<file path="src/rtl/mem_arbiter_pkg.sv">
// Shared types for the I/D memory port arbiter.
// Holds FSM states, side ids and the latched request bundle.
package arbiter_types;

  typedef enum logic [1:0] {
    IDLE    = 2'd0,
    SERVE_I = 2'd1,
    SERVE_D = 2'd2
  } arb_state_t;

  typedef enum logic {
    SIDE_I = 1'b0,
    SIDE_D = 1'b1
  } arb_side_t;

  typedef struct packed {
    logic [31:0] addr;
    logic [31:0] wdata;
    logic [3:0]  mbe;
    logic        rd;
    logic        wr;
  } arb_req_t;

endpackage

</file>
<file path="src/rtl/mem_arbiter_if.sv">
// Bundle of instr port, data port and shared bus signals.
// slave = arbiter view, master = requester/memory model view.
interface mem_arbiter_if;
  logic        i_read;
  logic [31:0] i_addr;
  logic [31:0] i_rdata;
  logic        i_resp;
  logic        d_read;
  logic        d_write;
  logic [31:0] d_addr;
  logic [31:0] d_wdata;
  logic [3:0]  d_mbe;
  logic [31:0] d_rdata;
  logic        d_resp;
  logic        mem_read;
  logic        mem_write;
  logic [31:0] mem_addr;
  logic [31:0] mem_wdata;
  logic [3:0]  mem_mbe;
  logic [31:0] mem_rdata;
  logic        mem_resp;

  modport slave (
    input  i_read, i_addr,
    output i_rdata, i_resp,
    input  d_read, d_write, d_addr, d_wdata, d_mbe,
    output d_rdata, d_resp,
    output mem_read, mem_write, mem_addr, mem_wdata, mem_mbe,
    input  mem_rdata, mem_resp
  );

  modport master (
    output i_read, i_addr,
    input  i_rdata, i_resp,
    output d_read, d_write, d_addr, d_wdata, d_mbe,
    input  d_rdata, d_resp,
    input  mem_read, mem_write, mem_addr, mem_wdata, mem_mbe,
    output mem_rdata, mem_resp
  );
endinterface

</file>
<file path="src/rtl/mem_arbiter_req_latch.sv">
// Register bank holding the granted request for a transaction.
// Ports: clk/rst, load + side select, both request inputs, q out.
module arb_req_latch
  import arbiter_types::*;
(
  input  logic        clk,
  input  logic        rst,
  input  logic        load,
  input  arb_side_t   sel,
  input  logic [31:0] i_addr,
  input  logic        d_read,
  input  logic        d_write,
  input  logic [31:0] d_addr,
  input  logic [31:0] d_wdata,
  input  logic [3:0]  d_mbe,
  output arb_req_t    q
);

  arb_req_t nxt;

  always_comb begin
    nxt = '0;
    if (sel == SIDE_D) begin
      nxt.addr  = d_addr;
      nxt.wdata = d_wdata;
      nxt.mbe   = d_mbe;
      nxt.wr    = d_write;
      // store wins when both strobes are set
      nxt.rd    = d_read & ~d_write;
    end else begin
      nxt.addr  = i_addr;
      nxt.rd    = 1'b1;
    end
  end

  always_ff @(posedge clk or posedge rst) begin
    if (rst) q <= '0;
    else if (load) q <= nxt;
  end

endmodule

</file>
<file path="src/rtl/mem_arbiter.sv">
// Arbiter merging instr fetch and data ports onto one memory bus.
// Ports: clk, rst, bus (mem_arbiter_if.slave); FAIR selects policy.
module mem_arbiter
  import arbiter_types::*;
#(
  parameter bit FAIR = 1'b1
) (
  input logic         clk,
  input logic         rst,
  mem_arbiter_if.slave bus
);

  arb_state_t state_q, state_d;
  arb_side_t  last_q;
  arb_req_t   req_q;
  logic       d_req;
  logic       grant_i, grant_d;
  logic       idle;
  logic [31:0] i_rdata_q, d_rdata_q;

  assign idle  = (state_q == IDLE);
  assign d_req = bus.d_read | bus.d_write;

  // I wins only when D is absent, or fair mode and D went last
  assign grant_i = idle & bus.i_read &
                   (~d_req | (FAIR & (last_q == SIDE_D)));
  assign grant_d = idle & d_req & ~grant_i;

  always_comb begin
    state_d = state_q;
    unique case (state_q)
      IDLE: begin
        if (grant_i) state_d = SERVE_I;
        else if (grant_d) state_d = SERVE_D;
      end
      SERVE_I, SERVE_D: begin
        if (bus.mem_resp) state_d = IDLE;
      end
      default: state_d = IDLE;
    endcase
  end

  always_ff @(posedge clk or posedge rst) begin
    if (rst) begin
      state_q <= IDLE;
      last_q  <= SIDE_I;
    end else begin
      state_q <= state_d;
      if (grant_i) last_q <= SIDE_I;
      else if (grant_d) last_q <= SIDE_D;
    end
  end

  arb_req_latch u_latch (
    .clk     (clk),
    .rst     (rst),
    .load    (grant_i | grant_d),
    .sel     (grant_d ? SIDE_D : SIDE_I),
    .i_addr  (bus.i_addr),
    .d_read  (bus.d_read),
    .d_write (bus.d_write),
    .d_addr  (bus.d_addr),
    .d_wdata (bus.d_wdata),
    .d_mbe   (bus.d_mbe),
    .q       (req_q)
  );

  assign bus.mem_read  = ~idle & req_q.rd;
  assign bus.mem_write = ~idle & req_q.wr;
  assign bus.mem_mbe   = idle ? 4'b0 : req_q.mbe;
  assign bus.mem_addr  = req_q.addr;
  assign bus.mem_wdata = req_q.wdata;

  assign bus.i_resp = (state_q == SERVE_I) & bus.mem_resp;
  assign bus.d_resp = (state_q == SERVE_D) & bus.mem_resp;

  // read data passes through in the resp cycle, then is held
  always_ff @(posedge clk or posedge rst) begin
    if (rst) begin
      i_rdata_q <= '0;
      d_rdata_q <= '0;
    end else begin
      if (bus.i_resp) i_rdata_q <= bus.mem_rdata;
      if (bus.d_resp) d_rdata_q <= bus.mem_rdata;
    end
  end

  assign bus.i_rdata = bus.i_resp ? bus.mem_rdata : i_rdata_q;
  assign bus.d_rdata = bus.d_resp ? bus.mem_rdata : d_rdata_q;

endmodule

</file>
<file path="src/flat_wrapper.sv">
// flat-port wrapper written by rule: the top's interface ports become plain ports
module mem_arbiter_flat import arbiter_types::*;
#(
  parameter bit FAIR = 1'b1
)
  (clk, rst, bus_i_read, bus_i_addr, bus_i_rdata, bus_i_resp, bus_d_read, bus_d_write, bus_d_addr, bus_d_wdata, bus_d_mbe, bus_d_rdata, bus_d_resp, bus_mem_read, bus_mem_write, bus_mem_addr, bus_mem_wdata, bus_mem_mbe, bus_mem_rdata, bus_mem_resp);
  mem_arbiter_if bus_i ();
  input logic clk;
  input logic rst;
  input wire logic [$bits(bus_i.i_read)-1:0] bus_i_read;
  input wire logic [$bits(bus_i.i_addr)-1:0] bus_i_addr;
  output wire logic [$bits(bus_i.i_rdata)-1:0] bus_i_rdata;
  output wire logic [$bits(bus_i.i_resp)-1:0] bus_i_resp;
  input wire logic [$bits(bus_i.d_read)-1:0] bus_d_read;
  input wire logic [$bits(bus_i.d_write)-1:0] bus_d_write;
  input wire logic [$bits(bus_i.d_addr)-1:0] bus_d_addr;
  input wire logic [$bits(bus_i.d_wdata)-1:0] bus_d_wdata;
  input wire logic [$bits(bus_i.d_mbe)-1:0] bus_d_mbe;
  output wire logic [$bits(bus_i.d_rdata)-1:0] bus_d_rdata;
  output wire logic [$bits(bus_i.d_resp)-1:0] bus_d_resp;
  output wire logic [$bits(bus_i.mem_read)-1:0] bus_mem_read;
  output wire logic [$bits(bus_i.mem_write)-1:0] bus_mem_write;
  output wire logic [$bits(bus_i.mem_addr)-1:0] bus_mem_addr;
  output wire logic [$bits(bus_i.mem_wdata)-1:0] bus_mem_wdata;
  output wire logic [$bits(bus_i.mem_mbe)-1:0] bus_mem_mbe;
  input wire logic [$bits(bus_i.mem_rdata)-1:0] bus_mem_rdata;
  input wire logic [$bits(bus_i.mem_resp)-1:0] bus_mem_resp;
  assign bus_i.i_read = bus_i_read;
  assign bus_i.i_addr = bus_i_addr;
  assign bus_i_rdata = bus_i.i_rdata;
  assign bus_i_resp = bus_i.i_resp;
  assign bus_i.d_read = bus_d_read;
  assign bus_i.d_write = bus_d_write;
  assign bus_i.d_addr = bus_d_addr;
  assign bus_i.d_wdata = bus_d_wdata;
  assign bus_i.d_mbe = bus_d_mbe;
  assign bus_d_rdata = bus_i.d_rdata;
  assign bus_d_resp = bus_i.d_resp;
  assign bus_mem_read = bus_i.mem_read;
  assign bus_mem_write = bus_i.mem_write;
  assign bus_mem_addr = bus_i.mem_addr;
  assign bus_mem_wdata = bus_i.mem_wdata;
  assign bus_mem_mbe = bus_i.mem_mbe;
  assign bus_i.mem_rdata = bus_mem_rdata;
  assign bus_i.mem_resp = bus_mem_resp;
  mem_arbiter #(.FAIR(FAIR)) u_core (.clk(clk), .rst(rst), .bus(bus_i));
endmodule
</file>
<file path="config.mk">
export PLATFORM = sky130hd
export DESIGN_NAME = mem_arbiter_flat
export DESIGN_NICKNAME = d
export VERILOG_FILES = /design/src/rtl/mem_arbiter_pkg.sv /design/src/rtl/mem_arbiter_if.sv /design/src/rtl/mem_arbiter_req_latch.sv /design/src/rtl/mem_arbiter.sv /design/src/flat_wrapper.sv
export SDC_FILE = /design/constraint.sdc
export NUM_CORES = 1
export LEC_CHECK = 0
export ABC_AREA = 1
export ABC_CLOCK_PERIOD_IN_PS = 8000
export CAP_MARGIN = 30
export CORE_UTILIZATION = 46
export CTS_BUF_LIST = sky130_fd_sc_hd__clkbuf_4 sky130_fd_sc_hd__clkbuf_8
export CTS_CLUSTER_DIAMETER = 150
export DETAILED_ROUTE_END_ITERATION = 10
export PLACE_DENSITY_LB_ADDON = 0.2
export SLEW_MARGIN = 5
export SYNTH_ARGS = -nofsm -noshare
export SYNTH_HDL_FRONTEND = slang
export SYNTH_SLANG_ARGS = --single-unit
</file>
<file path="constraint.sdc">
create_clock -name clk -period 8 [get_ports clk]
set_input_delay 1.6 -clock clk [delete_from_list [all_inputs] [get_ports clk]]
set_output_delay 1.6 -clock clk [all_outputs]
set_load 0.01 [all_outputs]
</file>
==> results by stage <==
Floorplanning:
- The row count is slightly above 40.
- In this run the vertical extent of the chip is between 100 and 150 um.
- The top-level I/O count is approximately 270.
- The initial cell density of the core is a little under half.
- The core region is around 13000 sq um.
- The width of the chip is roughly 120 um.
- The die covers approximately 14000 sq um.

Power and ir drop:
- The switching power is roughly 1.2 mW.
- Of the total power, registers draw between 30 and 40%.
- The switching portion of total power is a little over a third.
- The share of total power in combinational logic is 48.9%.
- The clock share of power is approximately 17%.
- IR analysis of the VDD net gives a maximum drop of 180 uV.
- The power density of the placed cells is approximately 380 nW/um^2.
- The internal cell power is approximately 2.1 mW.
- The total design power is ~3.3 mW.
- Summed over all cells, the static leakage comes to slightly above 4 nW.

Placement:
- The placed wire-length estimate after detailed placement is around 11000 um.
- Routability-driven placement finished with a final weighted congestion of 0.772.
- The number of buffers added on ports is roughly 270.

Route:
- The first-pass iteration count of the detailed router is 4.
- Summed over all layers, the routed wires come to around 16000 um.
- The count of nets left with antenna violations after detail routing is 0.
- The number of DRC markers after the initial detailed-route iteration is approximately 220.
- The average via count per standard cell is roughly 4.8.
- The via count of the routed design is 5073.
- After detailed routing, the number of remaining DRC violations is 0.
- After detailed routing, the average wire length per cell comes to between 15 and 20 um.

Critical path:
- Walking the worst path, the cells encountered are clkdlybuf4s50_1, nand2_2, o21ai_0, clkdlybuf4s50_1.
- The most numerous cell type found on the critical path is sky130_fd_sc_hd__clkdlybuf4s50_1.
- For this run, the slowest stage of the critical path takes roughly 0.6 ns.
- The slowest cell on the critical path is sky130_fd_sc_hd__clkdlybuf4s50_1.
- The largest fanout on the critical path is 65.
- In this run the critical register-to-register path is launched from u_core.state_q[1]$_DFFE_PP0P_.
- The worst setup path is captured at a primary output.
- The worst setup path is launched from a primary input.
- The cell depth of the worst flop-to-flop path is 7.
- The startpoint-to-endpoint class of the critical path is primary input to primary output.
- The data required time at the worst endpoint is roughly 6.4 ns.
- The signal arrival time at the worst endpoint is approximately 3.8 ns.
- The launching instance or port of the critical path is bus_mem_resp.

Synthesis:
- The average footprint of a synthesized cell is ~8.9 sq um.
- The area of the mapped netlist is about 6000 sq um.
- Counting distinct cell types in the post-synthesis netlist gives 23.
- Synthesis handed over a netlist of a little under 700 instances.
- After synthesis, flip-flops and latches occupy 57.0% of the total area.
- The synthesized design contains roughly 140 register bits.
- The number of nets handed over by synthesis was around 820.
- The Yosys step of the flow raised 0 warnings.

Hold path:
- The cell depth of the worst min-delay path is 2.
- The worst hold path begins at u_core.u_latch.q[24]$_DFFE_PP0P_.
- The min-delay analysis places its worst path in the category flip-flop to flip-flop.

Clock network:
- The number of buffers created by CTS is 17.
- In this run the number of H-tree levels came out at 4.
- The clock-pin slew on the worst setup and hold paths is 0.06 ns.
- The CTS tree is yes.
- The post-cts repair resize count is 0.
- The post-CTS setup-driven buffer insertion count is 0.
- The clock sink count is between 100 and 150.
- The insertion delay to the later sink of the worst-skew pair is around 0.44 ns.
- CTS placed an instance of sky130_fd_sc_hd__clkbuf_8 at the clock tree root.
- The number of hold buffers added after CTS is 0.
- The maximum clock path buffer count is 2.

Timing:
- The total negative setup slack is 0 ns.
- The slew at the pin closest to its max-slew limit is approximately 0.96 ns.
- The final max-slew violation count is 0.
- The clock arrives with 0.0143 ns of skew.
- The share of the clock period used by the worst path is around 68%.
- The final setup violation count is 0.
- The final count of hold timing violations came to 0.
- Setup repair after global routing left no endpoint under its margin.
- The worst relative slew slack is 35.5%.
- The highest achievable clock rate is between 150 and 200 MHz.
- The clock period could shrink to around 5.4 ns.

Global routing:
- After global routing the overflow that remains totals 0.
- The first global-routing pass estimated ~24000 um of wire.
- The number of global-route vias before repair is 5032.
- The overall fraction of global-route tracks in use is 23.6%.
- The number of antenna violations at the first check in global routing is 0.
- The maximum number of pins on one net before global-route repair is 91.

Finish:
- The post-route netlist has under 10% of its cells at a drive strength greater than 1.
- The antenna diode instance count is 0.
- The count of nets after finishing is around 1000.
- The most frequent standard cell in the layout excluding fill and tap cells is sky130_fd_sc_hd__clkdlybuf4s50_1.
- Leaving out fill and tap cells, the most frequent cells in the layout are sky130_fd_sc_hd__clkdlybuf4s50_1, sky130_fd_sc_hd__nand2_1, sky130_fd_sc_hd__dfrtp_1, sky130_fd_sc_hd__o21ai_0, sky130_fd_sc_hd__inv_1.
- The synthesis-to-layout area growth is 44.8%.

Outcome:
- The flow ran to the end, and the final reports show no timing, DRC or antenna violations.

Run:
- Across the run, the number of max-cap violations was 0.
synth_stat cells:
library cell / n / area, sq um
sky130_fd_sc_hd__o211ai_1: 1 / 7.51
sky130_fd_sc_hd__buf_1: 2 / 7.51
sky130_fd_sc_hd__o21ai_4: 1 / 16.3
sky130_fd_sc_hd__nand2_4: 1 / 11.3
sky130_fd_sc_hd__dfrtp_1: 137 / 3430
sky130_fd_sc_hd__o21ai_1: 9 / 45.0
sky130_fd_sc_hd__nand2_2: 2 / 12.5
sky130_fd_sc_hd__ha_1: 3 / 37.5
sky130_fd_sc_hd__inv_4: 1 / 6.26
sky130_fd_sc_hd__a21oi_1: 32 / 160
sky130_fd_sc_hd__buf_6: 5 / 56.3
sky130_fd_sc_hd__buf_2: 9 / 45.0
sky130_fd_sc_hd__nand4_1: 1 / 6.26
sky130_fd_sc_hd__buf_4: 69 / 518
sky130_fd_sc_hd__o22ai_2: 1 / 12.5
sky130_fd_sc_hd__nand2_8: 1 / 20.0
sky130_fd_sc_hd__or2_2: 1 / 6.26
sky130_fd_sc_hd__clkbuf_1: 13 / 48.8
sky130_fd_sc_hd__nor2_1: 38 / 143
sky130_fd_sc_hd__o21ai_0: 95 / 475
sky130_fd_sc_hd__inv_1: 50 / 188
sky130_fd_sc_hd__nand2_1: 202 / 758
sky130_fd_sc_hd__inv_2: 2 / 7.51
stage by stage:
step / hold WS, ns / cells / util, % / setup slack, ns / cell area (sq um)
after floorplan: 0.450 / 676 / - / 2.73 / 6020
after global routing: 0.505 / 1057 / 68.8 / 2.41 / 8710
after CTS: 0.484 / 1056 / 68.6 / 2.54 / 8690
final: 0.480 / 1057 / 68.8 / 2.57 / 8710
after detailed placement: 0.466 / 1024 / 65.6 / 2.55 / 8310
after global placement: 0.461 / 1024 / 65.6 / 2.55 / 8310
layout make-up:
| class | count | area (sq um) |
|---|---|---|
| Multi-Input combinational cell | 388 | 1720 |
| Tap cell | 172 | 215 |
| Clock inverter | 6 | 65.1 |
| Inverter | 53 | 206 |
| Timing Repair Buffer | 275 | 2760 |
| Sequential cell | 137 | 3430 |
| Clock buffer | 26 | 320 |
| Fill cell | 1030 | 3960 |
metal layers:
metal | GRT usage, % | vias up | wire length (um) | share of wire [%]
li1 | - | 2438 | - | -
met1 | 25.1 | 2375 | 6050 | 38
met2 | 40.3 | 223 | 7770 | 49
met3 | 9.70 | 37 | 1640 | 10
met4 | 12.1 | 0 | 536 | 3.4
met5 | 0 | - | 0 | 0
worst max-delay path, delay by kind of cell:
family / cells / cell delay, ns
AND/OR/NAND/NOR: 1 / 0.55
buffers and inverters: 2 / 1.13
AO/OA/AOI/OAI: 1 / 0.52
path summary, 6_finish.rpt:
path | end | slack (ns)
worst max-delay path | bus_i_rdata[3] | 2.57
worst min-delay path | u_core.u_latch.q[24]$_DFFE_PP0P_ | 0.48
worst max register to register | u_core.u_latch.q[1]$_DFFE_PP0P_ | 5.08
worst min register to register | u_core.u_latch.q[24]$_DFFE_PP0P_ | 0.48
max in group asynchronous | u_core.last_q$_DFFE_PP0P_ | 5.13
min in group asynchronous | u_core.i_rdata_q[16]$_DFF_PP0_ | 1.72
registers in the layout, summed over array words and instances (netlist names):
name,count
u_core.u_latch.q,70
u_core.d_rdata_q,32
u_core.i_rdata_q,32
u_core.state_q,2
u_core.last_q,1
power groups by stage:
stage               logic (mW)  registers (mW)  clock network (mW)
floorplan                0.975            1.11                   0
global placement          1.57            1.13                   0
detailed placement        1.60            1.14                   0
CTS                       1.61            1.13               0.557
global route              1.76            1.16               0.587
finish                    1.60            1.13               0.546
cell families (layout without fill, tap and decap cells):
family          count (synthesis)  after routing  synth area share, %
buf+inv                       151            360                 14.6
simple gates                  246            246                 15.9
flops                         137            137                 57.0
compound gates                139            139                 11.9
fa+ha+maj                       3              3                0.624
Note: power is estimated with default switching activity, not from simulation.
